==> config.mk <==
export PLATFORM = sky130hd
export DESIGN_NAME = br_out_arbiter
export DESIGN_NICKNAME = d
export VERILOG_FILES = /design/src/rtl/br_out_arbiter_pkg.sv /design/src/rtl/br_out_arbiter_rr_priority.sv /design/src/rtl/br_out_arbiter.sv
export SDC_FILE = /design/constraint.sdc
export NUM_CORES = 1
export LEC_CHECK = 0
export ABC_CLOCK_PERIOD_IN_PS = 5200
export CORE_MARGIN = 2
export CORE_UTILIZATION = 35
export CTS_CLUSTER_DIAMETER = 120
export CTS_CLUSTER_SIZE = 16
export DETAILED_ROUTE_END_ITERATION = 7
export PLACE_DENSITY = 0.68
export REMOVE_ABC_BUFFERS = 1
export SLEW_MARGIN = 20
export SYNTH_ARGS = -nofsm -noshare
export SYNTH_HDL_FRONTEND = slang
export SYNTH_SLANG_ARGS = --single-unit
==> constraint.sdc <==
create_clock -name clk_i -period 5.2 [get_ports clk_i]
set_input_delay 1.3 -clock clk_i [delete_from_list [all_inputs] [get_ports clk_i]]
set_output_delay 1.3 -clock clk_i [all_outputs]
set_load 0.1 [all_outputs]
==> src/rtl/br_out_arbiter_pkg.sv <==
// Shared BrLite output types, arbiter FSM state encoding and requester indices.
package DMNIPkg;

    typedef struct packed {
        logic [3:0]  service;
        logic [7:0]  src;
        logic [7:0]  tgt;
        logic [11:0] payload;
    } brlite_out_t;

    typedef enum logic [1:0] {
        IDLE  = 2'd0,
        ISSUE = 2'd1,
        DONE  = 2'd2
    } br_arb_state_t;

    localparam int BR_ARB_SW  = 0;
    localparam int BR_ARB_QOS = 1;
    localparam int BR_ARB_PWR = 2;

endpackage

==> src/rtl/br_out_arbiter_rr_priority.sv <==
// Round-robin pick: first requester above last_grant_i, wrapping, requester
// immediately after the last grant having highest priority.
module rr_priority #(
    parameter int N_REQ = 3,
    parameter int IDX_W = $clog2(N_REQ)
) (
    input  logic [N_REQ-1:0] req_i,
    input  logic [IDX_W-1:0] last_grant_i,
    output logic             valid_o,
    output logic [IDX_W-1:0] idx_o
);

    int cand;

    // Walk from farthest to nearest so the nearest requesting index wins last.
    always_comb begin
        valid_o = 1'b0;
        idx_o   = '0;
        cand    = 0;
        for (int i = N_REQ; i >= 1; i--) begin
            cand = (int'(last_grant_i) + i) % N_REQ;
            if (req_i[cand]) begin
                valid_o = 1'b1;
                idx_o   = IDX_W'(cand);
            end
        end
    end

endmodule

==> src/rtl/br_out_arbiter.sv <==
// Arbitrates several BrLite send requesters onto the single router local port,
// with a per-grant acceptance timeout and a sticky timeout flag.
//
// state | meaning
// IDLE  | waiting for a request while the local port is free
// ISSUE | br_req_o held to the router, counting cycles toward timeout
// DONE  | one-cycle ack_o pulse to the retired requester
module br_out_arbiter
    import DMNIPkg::*;
#(
    parameter int N_REQ       = 3,
    parameter int TIMEOUT_CYC = 1024,
    localparam int IDX_W      = $clog2(N_REQ)
) (
    input  logic                          clk_i,
    input  logic                          rst_i,
    input  logic [N_REQ-1:0]              req_i,
    input  brlite_out_t [N_REQ-1:0]       data_i,
    output logic [N_REQ-1:0]              ack_o,
    input  logic                          br_local_busy_i,
    output logic                          br_req_o,
    input  logic                          br_ack_i,
    output brlite_out_t                   br_data_o,
    output logic                          timeout_o,
    output logic [IDX_W-1:0]              timeout_id_o,
    input  logic                          timeout_clr_i
);

    localparam int CNT_W = (TIMEOUT_CYC > 0) ? $clog2(TIMEOUT_CYC + 1) : 1;
    localparam logic [CNT_W-1:0] CNT_TERM = (TIMEOUT_CYC > 0) ? CNT_W'(TIMEOUT_CYC - 1) : '0;
    localparam logic [CNT_W-1:0] CNT_MAX  = '1;

    br_arb_state_t     state_q, state_d;
    logic [IDX_W-1:0]  grant_q, grant_d;
    logic              br_req_q, br_req_d;
    brlite_out_t       data_q, data_d;
    logic [N_REQ-1:0]  ack_q, ack_d;
    logic              timeout_q, timeout_d;
    logic [IDX_W-1:0]  timeout_id_q, timeout_id_d;
    logic [CNT_W-1:0]  cnt_q, cnt_d;

    logic              rr_valid;
    logic [IDX_W-1:0]  rr_idx;

    // grant_q doubles as last_grant: it only changes when a new grant is made.
    rr_priority #(
        .N_REQ (N_REQ),
        .IDX_W (IDX_W)
    ) u_rr (
        .req_i        (req_i),
        .last_grant_i (grant_q),
        .valid_o      (rr_valid),
        .idx_o        (rr_idx)
    );

    always_comb begin
        state_d      = state_q;
        grant_d      = grant_q;
        br_req_d     = br_req_q;
        data_d       = data_q;
        ack_d        = '0;
        timeout_d    = timeout_q;
        timeout_id_d = timeout_id_q;
        cnt_d        = cnt_q;

        if (timeout_clr_i) begin
            timeout_d = 1'b0;
        end

        case (state_q)
            IDLE: begin
                if (!br_local_busy_i && rr_valid) begin
                    grant_d  = rr_idx;
                    data_d   = data_i[rr_idx];
                    br_req_d = 1'b1;
                    cnt_d    = '0;
                    state_d  = ISSUE;
                end
            end
            ISSUE: begin
                if (br_ack_i) begin
                    br_req_d       = 1'b0;
                    ack_d[grant_q] = 1'b1;
                    state_d        = DONE;
                end else if (TIMEOUT_CYC > 0 && cnt_q == CNT_TERM) begin
                    // Setting here overrides a same-cycle timeout_clr_i.
                    br_req_d       = 1'b0;
                    ack_d[grant_q] = 1'b1;
                    timeout_d      = 1'b1;
                    timeout_id_d   = grant_q;
                    state_d        = DONE;
                end else if (cnt_q != CNT_MAX) begin
                    cnt_d = cnt_q + 1'b1;
                end
            end
            DONE: begin
                cnt_d   = '0;
                state_d = IDLE;
            end
            default: begin
                state_d = IDLE;
            end
        endcase
    end

    always_ff @(posedge clk_i) begin
        if (rst_i) begin
            state_q      <= IDLE;
            grant_q      <= IDX_W'(N_REQ - 1);
            br_req_q     <= 1'b0;
            data_q       <= '0;
            ack_q        <= '0;
            timeout_q    <= 1'b0;
            timeout_id_q <= '0;
            cnt_q        <= '0;
        end else begin
            state_q      <= state_d;
            grant_q      <= grant_d;
            br_req_q     <= br_req_d;
            data_q       <= data_d;
            ack_q        <= ack_d;
            timeout_q    <= timeout_d;
            timeout_id_q <= timeout_id_d;
            cnt_q        <= cnt_d;
        end
    end

    assign ack_o        = ack_q;
    assign br_req_o     = br_req_q;
    assign br_data_o    = data_q;
    assign timeout_o    = timeout_q;
    assign timeout_id_o = timeout_id_q;

endmodule

==> impl_metrics.env <==
export IMPL_ys_top_cells_by_count="dfxtp_1, and3_1, o2111a_1, a22oi_1, a311oi_1"
export IMPL_clk_path_buf_depth=2
export IMPL_yosys_area_top_type_share=0.318
export IMPL_route_detailed_drc=0
export IMPL_die_y_um=103
export IMPL_areaGrowthSynthToFinish_pct=47.6
export IMPL_worst_slack_ns=1.55
export IMPL_io_pins=143
export IMPL_synthFlopType="dfxtp_1"
export IMPL_pwr_density_cell_nw_per_um2=368
export IMPL_ant_nets=0
export IMPL_wirelength_mm=11.8
export IMPL_grt_first_pass_wirelength_mm=18.2
export IMPL_fmax_mhz=274
export IMPL_antenna_cells=0
export IMPL_rsz0062_at_grt="no"
export IMPL_core_region_area_um2=9330
export IMPL_p_sw_mw=0.926
export IMPL_hold_path_class="flop to flop"
export IMPL_tritoncts="done"
export IMPL_yosysTopAreaCell="dfxtp_1"
export IMPL_cts_htree_levels=2
export IMPL_place_ws_ns=1.29
export IMPL_dr_pass1_iters=4
export IMPL_hold_viol=0
export IMPL_post_cts_buffers=0
export IMPL_io_buffers=142
export IMPL_ir_drop_v=0.000195
export IMPL_antenna_found_initial=0
export IMPL_place_area_um2=4930
export IMPL_comb_power_share=0.591
export IMPL_cts_buffers=5
export IMPL_cts_hold_buffers=0
export IMPL_switching_share=0.502
export IMPL_synth_area_per_cell_um2=8.90
export IMPL_wl_per_cell_um=18.7
export IMPL_die_x_um=103
export IMPL_gp_congestion=0.837
export IMPL_crit_arrival_ns=3.90
export IMPL_seqPwrFrac=0.279
export IMPL_fin_crit_sh=0.703
export IMPL_status="complete, no violations"
export IMPL_final_core_util=0.538
export IMPL_start_util=0.364
export IMPL_crit_fanout=21
export IMPL_die_area_um2=10500
export IMPL_worstPathRequired_ns=5.45
export IMPL_fin_area_um2=5010
export IMPL_synthCells=382
export IMPL_critPathKind="primary input to flop"
export IMPL_clock_skew_ns=0.00904
export IMPL_grtUsageTotal=0.221
export IMPL_seq_area_frac_synth=0.318
export IMPL_multiInputGateArea_um2=2150
export IMPL_cp_start_kind="primary input"
export IMPL_report_final_setup_viol=0
export IMPL_drive_gt1_frac=0.0619
export IMPL_ctsResizeCount=0
export IMPL_clockRootBuffer="clkbuf_8"
export IMPL_min_period_ns=3.65
export IMPL_fin_hold_ws_ns=0.483
export IMPL_p_clk_frac=0.131
export IMPL_dp_hpwl_mm=8.05
export IMPL_synth_area_um2=3400
export IMPL_seq_area_um2=1080
export IMPL_report_final_slew_viol_count=0
export IMPL_leakage_nw=1.75
export IMPL_yosys_warnings=0
export IMPL_yosysMostFrequentCell="dfxtp_1"
export IMPL_viasPerCell=5.99
export IMPL_ys_async_sr_fraction=0
export IMPL_endpoint_kind="flop"
export IMPL_ys_types=58
export IMPL_maxCapViolCount=0
export IMPL_tightest_slew_ns=1.00
export IMPL_p_int_mw=0.918
export IMPL_clk_pin_slew_worst_paths_ns=0.09
export IMPL_globalRouteOverflowTotal=0
export IMPL_rows=35
export IMPL_drt_iter0_markers=218
export IMPL_synth_edff_count=0
export IMPL_nets=612
export IMPL_nFillCells=860
export IMPL_grt_pass1_vias=3609
export IMPL_slew_headroom=0.328
export IMPL_clock_sinks=54
export IMPL_synth_seq_cells=54
export IMPL_grt_max_degree=41
export IMPL_tns_ns=0
export IMPL_synth_area_leaders="dfxtp_1, o2111a_1, a311oi_1, a22oi_1, and3_1"
export IMPL_insertion_delay_ns=0.31
export IMPL_vias=3775
==> sequential cells by signal, indices dropped and copies added, names as in the netlist <==
name          count
br_req_o          1
timeout_id_o      2
ack_o             3
timeout_o         1
cnt_q            11
br_data_o        32
state_q           2
grant_q           2
==> final timing paths <==
path / depth (start not counted) / end / slack (ns) / startpoint
max: 7 / br_data_o[30]$_SDFFE_PP0P_ / 1.55 / req_i[0]
min: 2 / timeout_o$_SDFF_PP0_ / 0.48 / timeout_o$_SDFF_PP0_
max reg2reg: 8 / br_data_o[30]$_SDFFE_PP0P_ / 2.22 / grant_q[0]$_SDFFE_PP0P_
min reg2reg: 2 / timeout_o$_SDFF_PP0_ / 0.48 / timeout_o$_SDFF_PP0_
==> critical path, cell delays in order <==
cell	delay [ns]
clkdlybuf4s50_1	0.55
nor4b_1	0.41
o221ai_1	0.32
nor3_4	0.79
buf_4	0.33
a22oi_1	0.11
o21ai_1	0.09
==> per-layer routing <==
layer  part of all wire  GRT usage  routed length [µm]
met2               0.48      0.363                5650
met4              0.018     0.0656                 209
met1               0.41      0.278                4860
met5                  0          0                   0
met3              0.088     0.0671                1030
==> area by class of cell <==
class | instances | share of cell area
multi-input combinational | 278 | 0.428
timing repair buffer | 153 | 0.300
sequential | 54 | 0.216
tap | 129 | 0.0322
clock buffer | 6 | 0.0165
inverter | 10 | 0.00749
==> power by group through the flow <==
stage	clock (mW)	sequential [mW]	combinational [mW]
after floorplan	0	0.906	0.353
after global placement	0	0.523	1.08
after detailed placement	0	0.520	1.09
after CTS	0.245	0.514	1.09
after global routing	0.263	0.522	1.15
final	0.241	0.514	1.09
==> placed cells by master (no fill, tap or decap), types with 6 or more instances in the layout <==
master	netlist	layout
clkdlybuf4s50_1	0	142
dfxtp_1	54	54
and3_1	33	33
o2111a_1	32	32
a311oi_1	31	31
a22oi_1	31	31
o21ai_1	30	30
nor2_1	13	13
buf_4	0	11
inv_1	10	10
nand2_1	7	7
nor4_1	7	7
nor2b_1	7	7
a21oi_1	6	6
xnor2_1	6	6
ha_1	6	6
clkbuf_8	0	6
==> kinds of logic after synthesis <==
group	count (synthesis)	synth area share
AOI/OAI and AO/OA	159	0.384
and+or+nand+nor	99	0.172
DFF	54	0.318
buffers and inverters	50	0.0608
muxes	8	0.0280
xor gates and xnor gates	6	0.0155
adders and majority gates	6	0.0221
==> through the flow <==
step | power, mW | instances
after floorplan | 1.26 | 342
after global placement | 1.60 | 624
after detailed placement | 1.61 | 624
after CTS | 1.85 | 630
after global routing | 1.93 | 630
final | 1.84 | 630
(Power assumes the default switching activity.)
